--- src/rtl/bin2bcd_seq_pkg.sv ---
// Shared types and constants for the sequential binary-to-BCD converter.
package bcd_pkg;

    typedef logic [3:0] bcd_digit_t;

    localparam bcd_digit_t BCD_ADJ_THRESH = 4'd5;
    localparam bcd_digit_t BCD_ADJ_ADD    = 4'd3;
    localparam bcd_digit_t BCD_MAX_DIGIT  = 4'd9;

    typedef enum logic {
        IDLE,
        SHIFT
    } state_t;

endpackage

--- src/rtl/bin2bcd_seq_if.sv ---
// Start/busy/done handshake and result bus of the binary-to-BCD converter.
interface bin2bcd_seq_if #(
    parameter int width = 19,
    parameter int n     = 6
);

    logic             start;
    logic [width-1:0] bin_in;
    logic             busy;
    logic             done;
    logic [4*n-1:0]   bcd_out;
    logic             ovf;
    logic             neg;

    modport master (
        output start, bin_in,
        input  busy, done, bcd_out, ovf, neg
    );

    modport slave (
        input  start, bin_in,
        output busy, done, bcd_out, ovf, neg
    );

endinterface

--- src/rtl/bin2bcd_seq_add3.sv ---
// Double-dabble digit adjust: a digit of 5 or more gets 3 added before the shift.
module bcd_add3
    import bcd_pkg::*;
(
    input  bcd_digit_t digit_i,
    output bcd_digit_t digit_o
);

    always_comb begin
        digit_o = digit_i;
        if (digit_i >= BCD_ADJ_THRESH) begin
            digit_o = digit_i + BCD_ADJ_ADD;
        end
    end

endmodule

--- src/rtl/bin2bcd_seq.sv ---
// Sequential double-dabble binary-to-BCD converter, one input bit per clock.
// Define BIN2BCD_SIGNED_EN to treat bin_in as two's complement and report the sign on neg.
module bin2bcd_seq
    import bcd_pkg::*;
#(
    parameter int width = 19,
    parameter int n     = 6
) (
    input  logic         clk,
    input  logic         reset,
    bin2bcd_seq_if.slave bus
);

    localparam int AW = 4 * n;
    localparam int CW = (width > 1) ? $clog2(width) : 1;
    localparam logic [CW-1:0] CNT_LAST  = CW'(width - 1);
    localparam logic [AW-1:0] ALL_NINES = {n{BCD_MAX_DIGIT}};

    state_t           state_q, state_d;
    logic [AW-1:0]    acc_q, acc_d;
    logic [width-1:0] bin_q, bin_d;
    logic [CW-1:0]    cnt_q, cnt_d;
    logic             sticky_q, sticky_d;
    logic [AW-1:0]    bcd_q, bcd_d;
    logic             ovf_q, ovf_d;
    logic             done_q, done_d;

    logic             accept;
    logic             last_shift;
    logic             busy;
    logic [AW-1:0]    acc_adj;
    logic [AW-1:0]    acc_shifted;
    logic             carry_out;
    logic [width-1:0] mag;

    for (genvar g = 0; g < n; g++) begin : g_adj
        bcd_add3 u_add3 (
            .digit_i (acc_q[4*g +: 4]),
            .digit_o (acc_adj[4*g +: 4])
        );
    end

    // A 1 leaving the top digit means the value no longer fits in n digits.
    assign carry_out   = acc_adj[AW-1];
    assign acc_shifted = {acc_adj[AW-2:0], bin_q[width-1]};

    always_ff @(posedge clk) begin
        if (reset) begin
            state_q <= IDLE;
        end else begin
            state_q <= state_d;
        end
    end

    always_comb begin
        state_d = state_q;
        case (state_q)
            IDLE:    if (bus.start) state_d = SHIFT;
            SHIFT:   if (cnt_q == '0) state_d = IDLE;
            default: state_d = IDLE;
        endcase
    end

    always_comb begin
        accept     = 1'b0;
        last_shift = 1'b0;
        busy       = 1'b0;
        case (state_q)
            IDLE:  accept = bus.start;
            SHIFT: begin
                busy       = 1'b1;
                last_shift = (cnt_q == '0);
            end
            default: ;
        endcase
    end

    always_comb begin
        acc_d    = acc_q;
        bin_d    = bin_q;
        cnt_d    = cnt_q;
        sticky_d = sticky_q;
        bcd_d    = bcd_q;
        ovf_d    = ovf_q;
        done_d   = 1'b0;
        if (accept) begin
            acc_d    = '0;
            bin_d    = mag;
            cnt_d    = CNT_LAST;
            sticky_d = 1'b0;
        end else if (busy) begin
            acc_d    = acc_shifted;
            bin_d    = {bin_q[width-2:0], 1'b0};
            sticky_d = sticky_q | carry_out;
            if (last_shift) begin
                cnt_d  = '0;
                done_d = 1'b1;
                ovf_d  = sticky_d;
                bcd_d  = sticky_d ? ALL_NINES : acc_shifted;
            end else begin
                cnt_d = cnt_q - CW'(1);
            end
        end
    end

    always_ff @(posedge clk) begin
        if (reset) begin
            acc_q    <= '0;
            bin_q    <= '0;
            cnt_q    <= '0;
            sticky_q <= 1'b0;
            bcd_q    <= '0;
            ovf_q    <= 1'b0;
            done_q   <= 1'b0;
        end else begin
            acc_q    <= acc_d;
            bin_q    <= bin_d;
            cnt_q    <= cnt_d;
            sticky_q <= sticky_d;
            bcd_q    <= bcd_d;
            ovf_q    <= ovf_d;
            done_q   <= done_d;
        end
    end

`ifdef BIN2BCD_SIGNED_EN
    logic sign_q, sign_d;
    logic neg_q, neg_d;

    // Negating the most negative value wraps to 2^(width-1), which is its true magnitude.
    assign mag = bus.bin_in[width-1] ? -bus.bin_in : bus.bin_in;

    always_comb begin
        sign_d = sign_q;
        neg_d  = neg_q;
        if (accept) begin
            sign_d = bus.bin_in[width-1];
        end
        if (last_shift) begin
            neg_d = sign_q;
        end
    end

    always_ff @(posedge clk) begin
        if (reset) begin
            sign_q <= 1'b0;
            neg_q  <= 1'b0;
        end else begin
            sign_q <= sign_d;
            neg_q  <= neg_d;
        end
    end

    assign bus.neg = neg_q;
`else
    assign mag     = bus.bin_in;
    assign bus.neg = 1'b0;
`endif

    assign bus.busy    = busy;
    assign bus.done    = done_q;
    assign bus.bcd_out = bcd_q;
    assign bus.ovf     = ovf_q;

endmodule
--- src/flat_wrapper.sv ---
// flat-port wrapper written by rule: the top's interface ports become plain ports
module bin2bcd_seq_flat import bcd_pkg::*;
#(
    parameter int width = 19,
    parameter int n     = 6
)
  (clk, reset, bus_start, bus_bin_in, bus_busy, bus_done, bus_bcd_out, bus_ovf, bus_neg);
  bin2bcd_seq_if #(.width(width), .n(n)) bus_i ();
  input  logic clk;
  input  logic reset;
  input wire logic [$bits(bus_i.start)-1:0] bus_start;
  input wire logic [$bits(bus_i.bin_in)-1:0] bus_bin_in;
  output wire logic [$bits(bus_i.busy)-1:0] bus_busy;
  output wire logic [$bits(bus_i.done)-1:0] bus_done;
  output wire logic [$bits(bus_i.bcd_out)-1:0] bus_bcd_out;
  output wire logic [$bits(bus_i.ovf)-1:0] bus_ovf;
  output wire logic [$bits(bus_i.neg)-1:0] bus_neg;
  assign bus_i.start = bus_start;
  assign bus_i.bin_in = bus_bin_in;
  assign bus_busy = bus_i.busy;
  assign bus_done = bus_i.done;
  assign bus_bcd_out = bus_i.bcd_out;
  assign bus_ovf = bus_i.ovf;
  assign bus_neg = bus_i.neg;
  bin2bcd_seq #(.width(width), .n(n)) u_core (.clk(clk), .reset(reset), .bus(bus_i));
endmodule
--- config.mk ---
export PLATFORM = sky130hd
export DESIGN_NAME = bin2bcd_seq_flat
export DESIGN_NICKNAME = d
export VERILOG_FILES = /design/src/rtl/bin2bcd_seq_pkg.sv /design/src/rtl/bin2bcd_seq_if.sv /design/src/rtl/bin2bcd_seq_add3.sv /design/src/rtl/bin2bcd_seq.sv /design/src/flat_wrapper.sv
export SDC_FILE = /design/constraint.sdc
export NUM_CORES = 1
export LEC_CHECK = 0
export CORE_MARGIN = 10
export CORE_UTILIZATION = 60
export CTS_BUF_LIST = sky130_fd_sc_hd__clkbuf_8
export DETAILED_ROUTE_END_ITERATION = 12
export PLACE_DENSITY = 0.86
export SETUP_SLACK_MARGIN = 0.1
export SKIP_LAST_GASP = 1
export SLEW_MARGIN = 10
export SYNTH_ARGS = -nofsm -noshare
export SYNTH_HDL_FRONTEND = slang
export SYNTH_HIERARCHICAL = 1
export SYNTH_SLANG_ARGS = --single-unit
--- constraint.sdc ---
create_clock -name clk -period 3.3 [get_ports clk]
set_input_delay 0.825 -clock clk [delete_from_list [all_inputs] [get_ports clk]]
set_output_delay 0.825 -clock clk [all_outputs]
set_load 0.01 [all_outputs]
==> impl_metrics.ini, run 1 <==
[timing]
rsz0062_at_grt = false
min_period_ps = 2192
worst_hold_slack_ps = 452.4
fin_skew_ps = 7.483
hold_violations = 0
relSlewSlack_pct = 39.62
max_clock_freq_mhz = 456.2
tns_ps = 0
drv_slew = 0
setup_violations = 0
final.period_utilization_pct = 66.43
tightestPinTransition_ps = 902.4

[placed_design]
gp_congestion = 0.7646
io_buffers = 48
dp_hpwl_um = 5684
dpl_cell_area_mm2 = 0.004161

[die]
rows = 28
die_area_mm2 = 0.009655
die_w_um = 98.26
dieHeight_um = 98.26
initial_core_util_pct = 62.07
io_pins = 50
placeableCoreArea_mm2 = 0.005921

[clocking]
cts.clk_slew.worst_paths_ps = 80
clock_sinks = 76
root_buffer = clkbuf_8
cts_setup_buffers = 0
clk_latency_ps = 340
numCtsBuffers = 9
cts_hold_buf = 0
cts-resized-gates = 0
cts_max_level = 3
tritoncts = done
cts.path.max_buffers = 2

[outcome]
status = finished clean

[drt]
wl_met1_um = 3470
wl_um = 8371
vias_per_cell = 5.654
met2WireLength_um = 4378
detail-route-antenna-nets = 0
drcViolationCount = 0
drt_iter0_drc = 172
drt_first_pass_iters = 5
top_layer = met4
wire_per_inst_um = 15.25
wl_met3_um = 329
route.vias.total = 3104

[finish]
fillers = 420
drive_gt1_share_pct = 10.76
final_nets = 505
antenna_cells = 0
area_growth_syn_to_layout_pct = 20.12
design_area_mm2 = 0.004414

[setup_path]
critPathKind = flip-flop to flip-flop
critPathMaxFanout = 13
cpMaxStageDelayCell = nor2_1
cp_common_cell = nand2b_1
regToRegSetupSlack_ps = 1110
crit_path_max_incr_delay_ps = 700
timing.rr.end = u_core/bus.bcd_out[10]$_SDFFE_PP0P_
startpoint_type = flip-flop
worstSetupEndpointType = flip-flop
arrival_ps = 2470
regToRegStartpoint = u_core/acc_q[21]$_SDFFE_PP0P_
r2r_cells = 8
worstPathRequired_ps = 3570
worstPathCellList = inv_1, ha_1, nand2b_1, nand2b_1, o21ai_1, nor2_1, nand4_1, a21oi_1

[logic_synthesis]
synth.area.top_cells = dfxtp_1 41%, mux2i_1 8.4%, a21oi_1 6.5%
syn_inst = 432
synth_flop_cell = dfxtp_1
yosys.area.top_type = dfxtp_1
synthDistinctLibCells = 33
synth_sequential_area_ratio_pct = 41.40
async_flop_share_pct = 0
syn_area_mm2 = 0.003675
yosysWarnings = 6
synth-seq-cells = 76
synth_area_per_cell_um2 = 8.506
synth_edf_count = 0
synth_nets = 467
synth_top_area_share_pct = 41.40

[min_path]
hold_path_startpoint = u_core/bin_q[17]$_SDFFE_PP0P_
hp-class = flip-flop to flip-flop
worstHoldEndpoint = u_core/bin_q[18]$_SDFFE_PP0P_
hold_depth = 2

[flow_run]
max_cap_viol_count = 0

[power]
pwr_density_cell_mw_per_mm2 = 499.8
p_leak_uw = 0.001662
ir_drop_v = 0.0003491
design_power_total_uw = 2206

[grt]
grt_overflow = 0
antenna_found_initial = 0
grtUsageTotal_pct = 16.78
grt_max_degree = 51
grt_first_pass_wirelength_um = 13740
grt_pass1_vias = 2977
[critical path: cells and delay by family (launching register included)]
kind / cells / cell delay [ps]
and+or+nand+nor: 4 / 1200
adders and majority gates: 1 / 180
DFF: 1 / 370
buffers and inverters: 1 / 90
AOI/OAI and AO/OA: 2 / 280
[metal layers]
layer | global-route usage [%] | up-vias
met4 | 7.718 | 0
li1 | - | 1546
met1 | 18.07 | 1478
met3 | 3.735 | 18
met2 | 30.41 | 62
met5 | 0 | -
[through the flow]
| stage | setup slack [ps] | cells | utilization (%) |
|---|---|---|---|
| 5_1_grt | 952.7 | 549 | 74.56 |
| 6_report | 1108 | 549 | 74.56 |
| 3_5_place_dp | 874.9 | 534 | 70.29 |
| 4_1_cts | 1119 | 549 | 74.56 |
| 3_3_place_gp | 918.0 | 534 | 70.29 |
| 2_1_floorplan | 1590 | 432 | - |
[cell families after synthesis]
| family | Yosys count | synth area share, % |
|---|---|---|
| AO/OA/AOI/OAI | 94 | 14.47 |
| XOR/XNOR | 6 | 1.430 |
| adder cells (fa/ha/maj) | 13 | 4.426 |
| buffers and inverters | 44 | 5.584 |
| flip-flops | 76 | 41.40 |
| multiplexers | 49 | 13.96 |
| other | 1 | 0.1020 |
| AND/OR/NAND/NOR | 149 | 18.62 |
[cells in the final DEF, fill, tap and decap left out, types with 2 or more instances in the layout]
cell and count:
dfxtp_1 75, nand2_1 63, clkdlybuf4s50_1 48, a21oi_1 48
nor2_1 45, mux2i_1 31, mux2_2 18, inv_1 15
o21ai_1 13, nand2b_1 13, ha_1 13, nand4_1 12
a211oi_1 12, o21ai_0 12, clkbuf_8 9, buf_4 8
nor3_1 6, a21oi_2 6, xnor2_1 6, bufinv_16 4
or3_1 2, or4b_1 2, nor2b_1 2
[worst max path at each step]
stage / from / endpoint / cells after the start / slack (ps)
after floorplan: u_core/acc_q[20]$_SDFFE_PP0P_ / u_core/bus.bcd_out[11]$_SDFFE_PP0P_ / 9 / 1590
after global placement: bus_start / u_core/bin_q[1]$_SDFFE_PP0P_ / 5 / 920
after detailed placement: bus_start / u_core/bin_q[4]$_SDFFE_PP0P_ / 5 / 870
after CTS: u_core/acc_q[21]$_SDFFE_PP0P_ / u_core/bus.bcd_out[10]$_SDFFE_PP0P_ / 8 / 1120
after global routing: u_core/acc_q[21]$_SDFFE_PP0P_ / u_core/bus.bcd_out[10]$_SDFFE_PP0P_ / 8 / 950
final: u_core/acc_q[21]$_SDFFE_PP0P_ / u_core/bus.bcd_out[10]$_SDFFE_PP0P_ / 8 / 1110
[sequential cells by signal, indices dropped and copies added (netlist names)]
| register | count |
|---|---|
| u_core/acc_q | 24 |
| u_core/bin_q | 19 |
| u_core/bus.bcd_out | 24 |
| u_core/bus.done | 1 |
| u_core/bus.ovf | 1 |
| u_core/cnt_q | 5 |
| u_core/state_q | 1 |
| u_core/sticky_q | 1 |
[synthesized netlist by cell type (2+ instances only)]
cell,number
a211oi_1,12
a21oi_1,48
a21oi_2,6
buf_1,3
buf_2,8
buf_4,2
buf_6,3
clkbuf_1,13
dfxtp_1,76
ha_1,13
inv_1,14
mux2_2,18
mux2i_1,31
nand2_1,63
nand2b_1,13
nand4_1,12
nor2_1,45
nor2b_1,2
nor3_1,6
o21ai_0,12
o21ai_1,13
or3_1,2
or4b_1,2
xnor2_1,6
[area by class of cell]
cell class	instances	area (um2)	share of cell area [%]
flip-flops and latches	76	1523	34.50
inverters	15	56.30	1.276
multi-input cells	312	1948	44.13
well taps	75	93.84	2.126
clock inverters	6	128.9	2.920
repair buffers	56	540.5	12.24
clock buffers	9	123.9	2.806
[where the power goes]
group          switching, uW  leakage (uW)  internal (uW)  total (uW)
sequential              25.6      0.000618            959         984
combinational            180      0.000914            142         321
clock                    330      0.000130            571         900
total                    535       0.00166           1670        2210
(Power assumes the default switching activity.)
==> inputs of run 2 (changes only) <==
--- a/config.mk
+++ b/config.mk
@@ -6,10 +6,10 @@
 export NUM_CORES = 1
 export LEC_CHECK = 0
 export CORE_MARGIN = 10
-export CORE_UTILIZATION = 60
+export CORE_UTILIZATION = 57
 export CTS_BUF_LIST = sky130_fd_sc_hd__clkbuf_8
 export DETAILED_ROUTE_END_ITERATION = 12
-export PLACE_DENSITY = 0.86
+export PLACE_DENSITY = 0.82
 export SETUP_SLACK_MARGIN = 0.1
 export SKIP_LAST_GASP = 1
 export SLEW_MARGIN = 10
==> constraint.sdc (replaced) <==
create_clock -name clk -period 2.2 [get_ports clk]
set_input_delay 0.55 -clock clk [delete_from_list [all_inputs] [get_ports clk]]
set_output_delay 0.55 -clock clk [all_outputs]
set_load 0.01 [all_outputs]
==> impl_metrics.ini, run 2 (synthesis results as in run 1) <==
[timing]
drv_slew = 0
hold_violations = 0
tightestPinTransition_ps = 505.1
relSlewSlack_pct = 66.12
rsz0062_at_grt = false
tns_ps = 0
max_clock_freq_mhz = 503.5
setup_violations = 0
fin_skew_ps = 7.467
min_period_ps = 1986
worst_slack_ps = 214.0
final.period_utilization_pct = 90.27

[placed_design]
dp_hpwl_um = 5474
gp_congestion = 0.7712
place_ws_ps = 304.9
io_buffers = 48
dpl_cell_area_mm2 = 0.004209

[clocking]
cts-resized-gates = 0
clock_sinks = 76
cts_hold_buf = 0
cts_max_level = 3
tritoncts = done
numCtsBuffers = 9
clk_latency_ps = 340
cts_setup_buffers = 0
root_buffer = clkbuf_8
cts.clk_slew.worst_paths_ps = 70
cts.path.max_buffers = 2

[grt]
grt_first_pass_wirelength_um = 13830
grt_max_degree = 68
grtUsageTotal_pct = 16.46
grt_pass1_vias = 2983
antenna_found_initial = 0
grt.met1_usage_pct = 18.47
met2_usage_pct = 29.18
grt_overflow = 0
top_usage_layer = met2
grt_use_met3_pct = 5.495

[drt]
vias_per_cell = 5.399
drt_iter0_drc = 185
route.vias.total = 2980
wl_um = 8114
detail-route-antenna-nets = 0
wire_per_inst_um = 14.70
drt_first_pass_iters = 4
drcViolationCount = 0

[die]
placeableCoreArea_mm2 = 0.006314
die_area_mm2 = 0.01006
dieHeight_um = 100.3
rows = 29
initial_core_util_pct = 58.20
die_w_um = 100.3
io_pins = 50

[setup_path]
crit_path_max_incr_delay_ps = 600
cpMaxStageDelayCell = clkdlybuf4s50_1
worst-path-stages = 1
worstPathRequired_ps = 1650
arrival_ps = 1440
critPathMaxFanout = 12
crit_buf_inv = 1
startpoint_type = flip-flop
worstPathCellList = clkdlybuf4s50_1
critPathTopFamily = buffers and inverters
r2r_cells = 8
critPathKind = flip-flop to output pin
worstSetupEndpointType = output pin

[finish]
area_growth_syn_to_layout_pct = 19.71
design_area_mm2 = 0.004399
fillers = 493
antenna_cells = 0
final_common_cell = dfxtp_1
layout_common_cells = 75 x dfxtp_1, 63 x nand2_1, 48 x clkdlybuf4s50_1, 48 x a21oi_1, 45 x nor2_1
utilization_pct = 69.68
final_nets = 506
drive_gt1_share_pct = 11.16

[outcome]
status = finished clean

[power]
ir_drop_v = 0.0004761
p_sw_share_pct = 26.38
pwr-share-comb_pct = 16.2
p_sw_uw = 790.6
p_seq_share_pct = 49.5
p_leak_uw = 0.001647
p_int_uw = 2206
design_power_total_uw = 2997
pwr_density_cell_mw_per_mm2 = 681.2
pwr-share-clk_pct = 34.3

[min_path]
hold_depth = 2
hp-class = flip-flop to flip-flop

[flow_run]
max_cap_viol_count = 0
-- run 2: cell type report --
type / count / area (um2) / area share [%]
clock buffers: 10 / 137.6 / 3.129
clock inverters: 5 / 52.55 / 1.195
inverters: 15 / 56.30 / 1.280
multi-input cells: 312 / 1948 / 44.28
flip-flops and latches: 76 / 1523 / 34.61
well taps: 77 / 96.34 / 2.190
repair buffers: 57 / 585.6 / 13.31
-- run 2: metrics by stage --
stage               hold WS, ps  std cells
floorplan                 429.4        432
global placement          436.9        537
detailed placement        443.8        537
CTS                       450.8        552
global route              476.4        552
finish                    457.6        552
-- run 2: layer usage --
layer	wire length (um)	up-vias
met2	4340	45
met4	56	0
met1	3330	1383
met5	0	-
li1	-	1546
met3	387	6
-- run 2: power by group through the flow --
stage / sequential, uW / clock [uW] / combinational (uW)
finish: 1480 / 1030 / 487
floorplan: 1510 / 0 / 323
global placement: 1510 / 0 / 473
detailed placement: 1510 / 0 / 483
global route: 1490 / 1120 / 531
CTS: 1480 / 1060 / 486
-- run 2: worst paths after layout --
path | start | to | slack, ps
worst max-delay path | u_core/state_q$_SDFF_PP0_ | bus_busy | 210
worst min-delay path | u_core/bin_q[16]$_SDFFE_PP0P_ | u_core/bin_q[17]$_SDFFE_PP0P_ | 460
worst max register to register | u_core/acc_q[20]$_SDFFE_PP0P_ | u_core/bus.bcd_out[12]$_SDFFE_PP0P_ | 350
worst min register to register | u_core/bin_q[16]$_SDFFE_PP0P_ | u_core/bin_q[17]$_SDFFE_PP0P_ | 460
